<file path="config.mk">
export PLATFORM = sky130hd
export DESIGN_NAME = vga_sprite
export DESIGN_NICKNAME = d
export VERILOG_FILES = /design/src/rtl/vga_pkg.sv /design/src/rtl/vga_sprite_bitmap.sv /design/src/rtl/vga_sprite.sv
export SDC_FILE = /design/constraint.sdc
export NUM_CORES = 1
export LEC_CHECK = 0
export BUFFER_PORTS_ARGS = -buffer_cell sky130_fd_sc_hd__buf_4
export CAP_MARGIN = 20
export CORE_UTILIZATION = 48
export CTS_CLUSTER_SIZE = 24
export DETAILED_ROUTE_END_ITERATION = 12
export HOLD_SLACK_MARGIN = 0.02
export PLACE_DENSITY = 0.69
export SETUP_SLACK_MARGIN = 0.2
export SLEW_MARGIN = 20
export SYNTH_ARGS = -nofsm -noshare
export SYNTH_HDL_FRONTEND = slang
export SYNTH_SLANG_ARGS = --single-unit
</file>
<file path="constraint.sdc">
create_clock -name vga_clk_i -period 31.3 [get_ports vga_clk_i]
set_clock_uncertainty 0.05 [all_clocks]
set_input_delay 6.26 -clock vga_clk_i [delete_from_list [all_inputs] [get_ports vga_clk_i]]
set_output_delay 6.26 -clock vga_clk_i [all_outputs]
set_load 0.05 [all_outputs]
</file>
<file path="src/rtl/vga_pkg.sv">
// Shared VGA constants: 640x480 timing parameters and sprite register addresses.
package vga_pkg;

    localparam int unsigned VGA_X_PIXELS = 640;
    localparam int unsigned VGA_H_FRONT  = 16;
    localparam int unsigned VGA_H_SYNC   = 96;
    localparam int unsigned VGA_H_BACK   = 48;
    localparam int unsigned VGA_H_TOTAL  = 800;

    localparam int unsigned VGA_Y_PIXELS = 480;
    localparam int unsigned VGA_V_FRONT  = 10;
    localparam int unsigned VGA_V_SYNC   = 2;
    localparam int unsigned VGA_V_BACK   = 33;
    localparam int unsigned VGA_V_TOTAL  = 525;

    localparam int unsigned SPR_SIZE = 16;

    localparam logic [4:0] SPR_ADDR_POSX = 5'd16;
    localparam logic [4:0] SPR_ADDR_POSY = 5'd17;
    localparam logic [4:0] SPR_ADDR_COL  = 5'd18;
    localparam logic [4:0] SPR_ADDR_EN   = 5'd19;
    localparam logic [4:0] SPR_ADDR_CLR  = 5'd20;

endpackage

</file>
<file path="src/rtl/vga_sprite_bitmap.sv">
// 16x16-bit sprite bitmap: flop register file, one write port, one registered read port.
module vga_sprite_bitmap (
    input  logic        clk_i,
    input  logic        rst_i,
    input  logic        we_i,
    input  logic [3:0]  waddr_i,
    input  logic [15:0] wdata_i,
    input  logic [3:0]  raddr_i,
    output logic [15:0] rdata_o
);

    logic [15:0] mem_q [16];
    logic [15:0] rdata_q;

    always_ff @(posedge clk_i or posedge rst_i) begin
        if (rst_i) begin
            for (int i = 0; i < 16; i++) begin
                mem_q[i] <= '0;
            end
            rdata_q <= '0;
        end else begin
            if (we_i) begin
                mem_q[waddr_i] <= wdata_i;
            end
            rdata_q <= mem_q[raddr_i];
        end
    end

    assign rdata_o = rdata_q;

endmodule

</file>
<file path="src/rtl/vga_sprite.sv">
// Single 16x16 1-bpp sprite overlay with a 2-cycle pipeline and vblank-latched registers.
// Optional sticky collision flag enabled by defining VGA_SPRITE_COLLISION_EN.
module vga_sprite
    import vga_pkg::*;
#(
    parameter int unsigned X_PIXELS = VGA_X_PIXELS,
    parameter int unsigned Y_PIXELS = VGA_Y_PIXELS
) (
    input  logic        vga_clk_i,
    input  logic        rst_i,
    input  logic [9:0]  pix_x_i,
    input  logic [9:0]  pix_y_i,
    input  logic        hs_i,
    input  logic        vs_i,
    input  logic [7:0]  col_i,
    input  logic        wr_en_i,
    input  logic [4:0]  wr_addr_i,
    input  logic [15:0] wr_data_i,
    output logic        hs_o,
    output logic        vs_o,
    output logic [7:0]  col_o,
    output logic        collision_o
);

    localparam logic [9:0] XMax    = 10'(X_PIXELS);
    localparam logic [9:0] YMax    = 10'(Y_PIXELS);
    localparam logic [9:0] SprSize = 10'(SPR_SIZE);

    // Shadow (CPU-visible) and active (display) copies of the sprite attributes
    logic [9:0] sh_pos_x_q, sh_pos_y_q, act_pos_x_q, act_pos_y_q;
    logic [7:0] sh_col_q, act_col_q;
    logic       sh_en_q, act_en_q;

    logic row_we, latch;

    always_comb begin
        row_we = wr_en_i && !wr_addr_i[4];
        latch  = (pix_x_i == 10'd0) && (pix_y_i == YMax);
    end

    always_ff @(posedge vga_clk_i or posedge rst_i) begin
        if (rst_i) begin
            sh_pos_x_q  <= '0;
            sh_pos_y_q  <= '0;
            sh_col_q    <= '0;
            sh_en_q     <= 1'b0;
            act_pos_x_q <= '0;
            act_pos_y_q <= '0;
            act_col_q   <= '0;
            act_en_q    <= 1'b0;
        end else begin
            if (wr_en_i) begin
                unique case (wr_addr_i)
                    SPR_ADDR_POSX: sh_pos_x_q <= wr_data_i[9:0];
                    SPR_ADDR_POSY: sh_pos_y_q <= wr_data_i[9:0];
                    SPR_ADDR_COL:  sh_col_q   <= wr_data_i[7:0];
                    SPR_ADDR_EN:   sh_en_q    <= wr_data_i[0];
                    default: ;
                endcase
            end
            // Non-blocking copy means a same-cycle write lands one frame later
            if (latch) begin
                act_pos_x_q <= sh_pos_x_q;
                act_pos_y_q <= sh_pos_y_q;
                act_col_q   <= sh_col_q;
                act_en_q    <= sh_en_q;
            end
        end
    end

    // Stage 1: hit test and bitmap row fetch
    logic [10:0] dx, dy;
    logic        inside_d, visible_d;
    logic [15:0] row_rd;

    always_comb begin
        dx        = {1'b0, pix_x_i} - {1'b0, act_pos_x_q};
        dy        = {1'b0, pix_y_i} - {1'b0, act_pos_y_q};
        inside_d  = !dx[10] && !dy[10] && (dx[9:0] < SprSize) && (dy[9:0] < SprSize);
        visible_d = (pix_x_i < XMax) && (pix_y_i < YMax);
    end

    vga_sprite_bitmap u_bitmap (
        .clk_i   (vga_clk_i),
        .rst_i   (rst_i),
        .we_i    (row_we),
        .waddr_i (wr_addr_i[3:0]),
        .wdata_i (wr_data_i),
        .raddr_i (dy[3:0]),
        .rdata_o (row_rd)
    );

    logic [3:0] dx_q;
    logic       inside_q, visible_q, hs_d1_q, vs_d1_q;
    logic [7:0] col_d1_q;

    always_ff @(posedge vga_clk_i or posedge rst_i) begin
        if (rst_i) begin
            dx_q      <= '0;
            inside_q  <= 1'b0;
            visible_q <= 1'b0;
            hs_d1_q   <= 1'b0;
            vs_d1_q   <= 1'b0;
            col_d1_q  <= '0;
        end else begin
            dx_q      <= dx[3:0];
            inside_q  <= inside_d;
            visible_q <= visible_d;
            hs_d1_q   <= hs_i;
            vs_d1_q   <= vs_i;
            col_d1_q  <= col_i;
        end
    end

    // Stage 2: composite
    logic       draw;
    logic [7:0] col_d;

    always_comb begin
        draw  = act_en_q && inside_q && visible_q && row_rd[4'd15 - dx_q];
        col_d = draw ? act_col_q : col_d1_q;
    end

    logic       hs_q, vs_q;
    logic [7:0] col_q;

    always_ff @(posedge vga_clk_i or posedge rst_i) begin
        if (rst_i) begin
            hs_q  <= 1'b0;
            vs_q  <= 1'b0;
            col_q <= '0;
        end else begin
            hs_q  <= hs_d1_q;
            vs_q  <= vs_d1_q;
            col_q <= col_d;
        end
    end

    assign hs_o  = hs_q;
    assign vs_o  = vs_q;
    assign col_o = col_q;

`ifdef VGA_SPRITE_COLLISION_EN
    logic coll_q, coll_d, coll_set, coll_clr;

    always_comb begin
        coll_set = draw && (col_d1_q != 8'h00);
        coll_clr = wr_en_i && (wr_addr_i == SPR_ADDR_CLR);
        coll_d   = coll_q;
        if (coll_clr) coll_d = 1'b0;
        if (coll_set) coll_d = 1'b1;
    end

    always_ff @(posedge vga_clk_i or posedge rst_i) begin
        if (rst_i) begin
            coll_q <= 1'b0;
        end else begin
            coll_q <= coll_d;
        end
    end

    assign collision_o = coll_q;
`else
    assign collision_o = 1'b0;
`endif

endmodule

</file>
==> out/results.txt <==
Leak: 8.39 nW
Logic pwr share: 0.139
Crit. End Element: flip-flop
Period utilization: 0.278
Setup Viol. Count Final: 0
WL final: 36100 um
DIE HEIGHT: 185 um
Root buffer cell: clkbuf_16
Reg2reg end: u_bitmap.rdata_o[15]$_DFF_PP0_
Total power: 1.19 mW
Avg Cell Area, Syn: 14.7 um^2
Switching part of the total: 0.239
Clk sinks: 356
Setup TNS: 0 ns
Initial Util: 0.493
Total gr overflow: 0
Share of layout cells above drive strength 1: 0.447
Via density: 5.81
Register area share after synthesis: 0.551
Final min period: 8.70 ns
Number of max-cap violations: 0
Largest net degree at the start of global routing: 135
Top cell type by total area after synthesis: dfrtp_1
Startpoint Class: primary input
Clock power share: 0.378
Final nets: 1220
Cells resized by post-CTS repair: 0
Placed Cells: 1543
ANT nets after route: 0
Number of global-route vias before repair: 9696
CTS buffer count: 39
Async set-reset flop share out of synthesis: 1.00
CP arrival: 9.02 ns
CTS HTree Levels: 2
Number of top-level pins: 65
Fin cells: 1616
Worst-path clk slew: 0.06 ns
RD Place Congestion: 0.851
Register Area: 8910 um^2
Hold Path Depth: 0
Hpwl dp: 21100 um
I/O Buffers: 63
First-pass GRT wire length: 56600 um
Hold_ws: 0.302 ns
Top_reg_cell synth: dfrtp_1
Hold_buf cts: 0
Setup Buffers After CTS: 0
Utilization after layout: 0.560
Area fraction of the dominant cell type after synthesis: 0.551
Synth Instances: 1101
Hold Violations, Final: 0
R2r startpoint: act_pos_y_q[0]$_DFFE_PP0P_
Area of the multi-input gates: 6860 um^2
Final Max Tran Viols: 0
FP Rows: 66
Flop2flop setup slack: 28.06 ns
Pwr/cell area: 65.0 nW/um^2
Sequential power share: 0.482
Int Pwr: 0.909 mW
Unique masters post-synth: 53
Peak Freq: 0.115 GHz
DR vias: 9395
Antenna violations before repair: 0
RSZ-0062 raised after global routing: false
Setup CP Type: in -> reg
Post-synth design cell area: 16200 um^2
# fillers: 2653
Slew HR: 0.253
EDFF count, synth: 0
Clock buffer depth: 3
DIE AREA: 34400 um^2
Hold endpoint: hs_o$_DFF_PP0_
DRC Markers: 0
Critical path fanouts, max: 64
Total GRT Usage: 0.220
Least-Margin Pin Slew: 1.12 ns
Status: finished, final reports clean
Yosys warning total: 0
Pre-antenna DRT Iters: 5
Initial drt markers: 551
Top cells by area, synth: dfrtp_1, mux2_2, mux4_2
Area growth, synth to finish: 13.6%
Net load switching power: 0.285 mW
Required time of the critical path: 31.63 ns
Core Footprint: 32800 um^2
Skew-Pair Late Insertion Delay: 0.52 ns
Die width: 185 um
FF+latch count, synth: 356
CTS tree: done
Maximum vdd drop: 0.0000400 V
Syn nets: 1177
Worst Hold Launch: hs_d1_q$_DFF_PP0_
Reg2Reg Depth: 7
Average wire per standard cell: 22.3 um
Hold crit path type: reg -> reg
[worst max-delay path by stage]
stage | endpoint | slack (ns) | start
finish | u_bitmap.rdata_o[15]$_DFF_PP0_ | 22.60 | pix_y_i[0]
global route | u_bitmap.rdata_o[12]$_DFF_PP0_ | 22.47 | pix_y_i[0]
CTS | u_bitmap.rdata_o[4]$_DFF_PP0_ | 22.64 | pix_y_i[0]
detailed placement | u_bitmap.rdata_o[4]$_DFF_PP0_ | 22.10 | pix_y_i[0]
global placement | u_bitmap.rdata_o[13]$_DFF_PP0_ | 22.14 | pix_y_i[0]
floorplan | act_col_q[0]$_DFFE_PP0P_ | 15.11 | rst_i
[worst max-delay path, stage by stage]
cell and delay [ns]:
buf_4 0.08, inv_1 0.06, ha_4 0.17, fa_4 0.74, buf_4 0.77, mux4_2 0.40
nor2b_1 0.14, a211oi_1 0.25, a21oi_1 0.07
[cell usage in the layout (no fill, tap or decap), types with 9 or more instances in the layout]
master / n
mux4_2: 65
mux2i_1: 17
ha_1: 19
inv_1: 27
buf_4: 77
nor2_1: 12
a211oi_1: 17
clkbuf_8: 9
dfrtp_1: 356
a21oi_1: 33
nor2b_1: 23
mux2_2: 304
clkbuf_16: 39
o21ai_0: 28
clkbuf_1: 13
nand2_1: 31
[metal layers]
metal,track usage,wire length (um)
met2,0.345,16700
met4,0.0648,877
met5,0,0
met1,0.317,17000
met3,0.0350,1500
[synth_stat cells, drive strengths merged (2+ instances only)]
cell type and count:
inv 28, xnor2 5, nor4 4, nand3 7, a21oi 33, a211o 2, or3 2, clkbuf 47
nor2 13, buf 33, ha 20, mux2 304, dfrtp 356, o21a 3, nand2b 3, nand2 34
xor2 2, a2111oi 2, nor3 3, and3 6, o2111ai 5, a21o 7, nand4 2, nor3b 4
nand3b 2, a211oi 17, mux2i 17, mux4 69, o211ai 2, nor2b 24, o21ai 28, fa 2
[area by class of cell]
cell class | count | area share
inverters | 28 | 0.00613
diodes | 1 | 0.000136
repair buffers | 82 | 0.0361
well taps | 442 | 0.0301
multi-input cells | 637 | 0.374
flip-flops and latches | 356 | 0.485
clock buffers | 61 | 0.0626
clock inverters | 9 | 0.00566
[per-stage QoR]
stage	area (um^2)	setup WS (ns)
2_1_floorplan	16200	15.11
3_5_place_dp	17100	22.10
5_1_grt	18400	22.47
4_1_cts	18300	22.64
3_3_place_gp	17000	22.14
6_report	18400	22.60
[registers in the layout, summed over array words and instances, names as in the netlist]
register and flops:
sh_en_q 1, col_d1_q 8, inside_q 1, vs_d1_q 1
act_col_q 8, sh_pos_x_q 10, hs_d1_q 1, hs_o 1
col_o 8, sh_pos_y_q 10, u_bitmap.rdata_o 16, vs_o 1
act_pos_x_q 10, sh_col_q 8, u_bitmap.mem_q 256, act_pos_y_q 10
dx_q 4, visible_q 1, act_en_q 1
[power groups by stage]
stage               clock (mW)  combinational [mW]  sequential, mW
floorplan                    0               0.134           0.572
global placement             0               0.162           0.580
detailed placement           0               0.168           0.583
CTS                      0.459               0.168           0.575
global route             0.479               0.182           0.585
finish                   0.452               0.166           0.576
[kinds of logic (layout without fill, tap and decap cells)]
kind of cell | Yosys count | after routing | share of synthesized area
xor+xnor | 7 | 7 | 0.00380
flops | 356 | 356 | 0.551
fa+ha+maj | 22 | 22 | 0.0180
compound gates | 106 | 106 | 0.0412
mux | 390 | 390 | 0.320
simple gates | 111 | 111 | 0.0380
buf+inv | 108 | 180 | 0.0278
other cells | 1 | 2 | 0.000232
No activity file was read; power rests on OpenSTA's default activity.
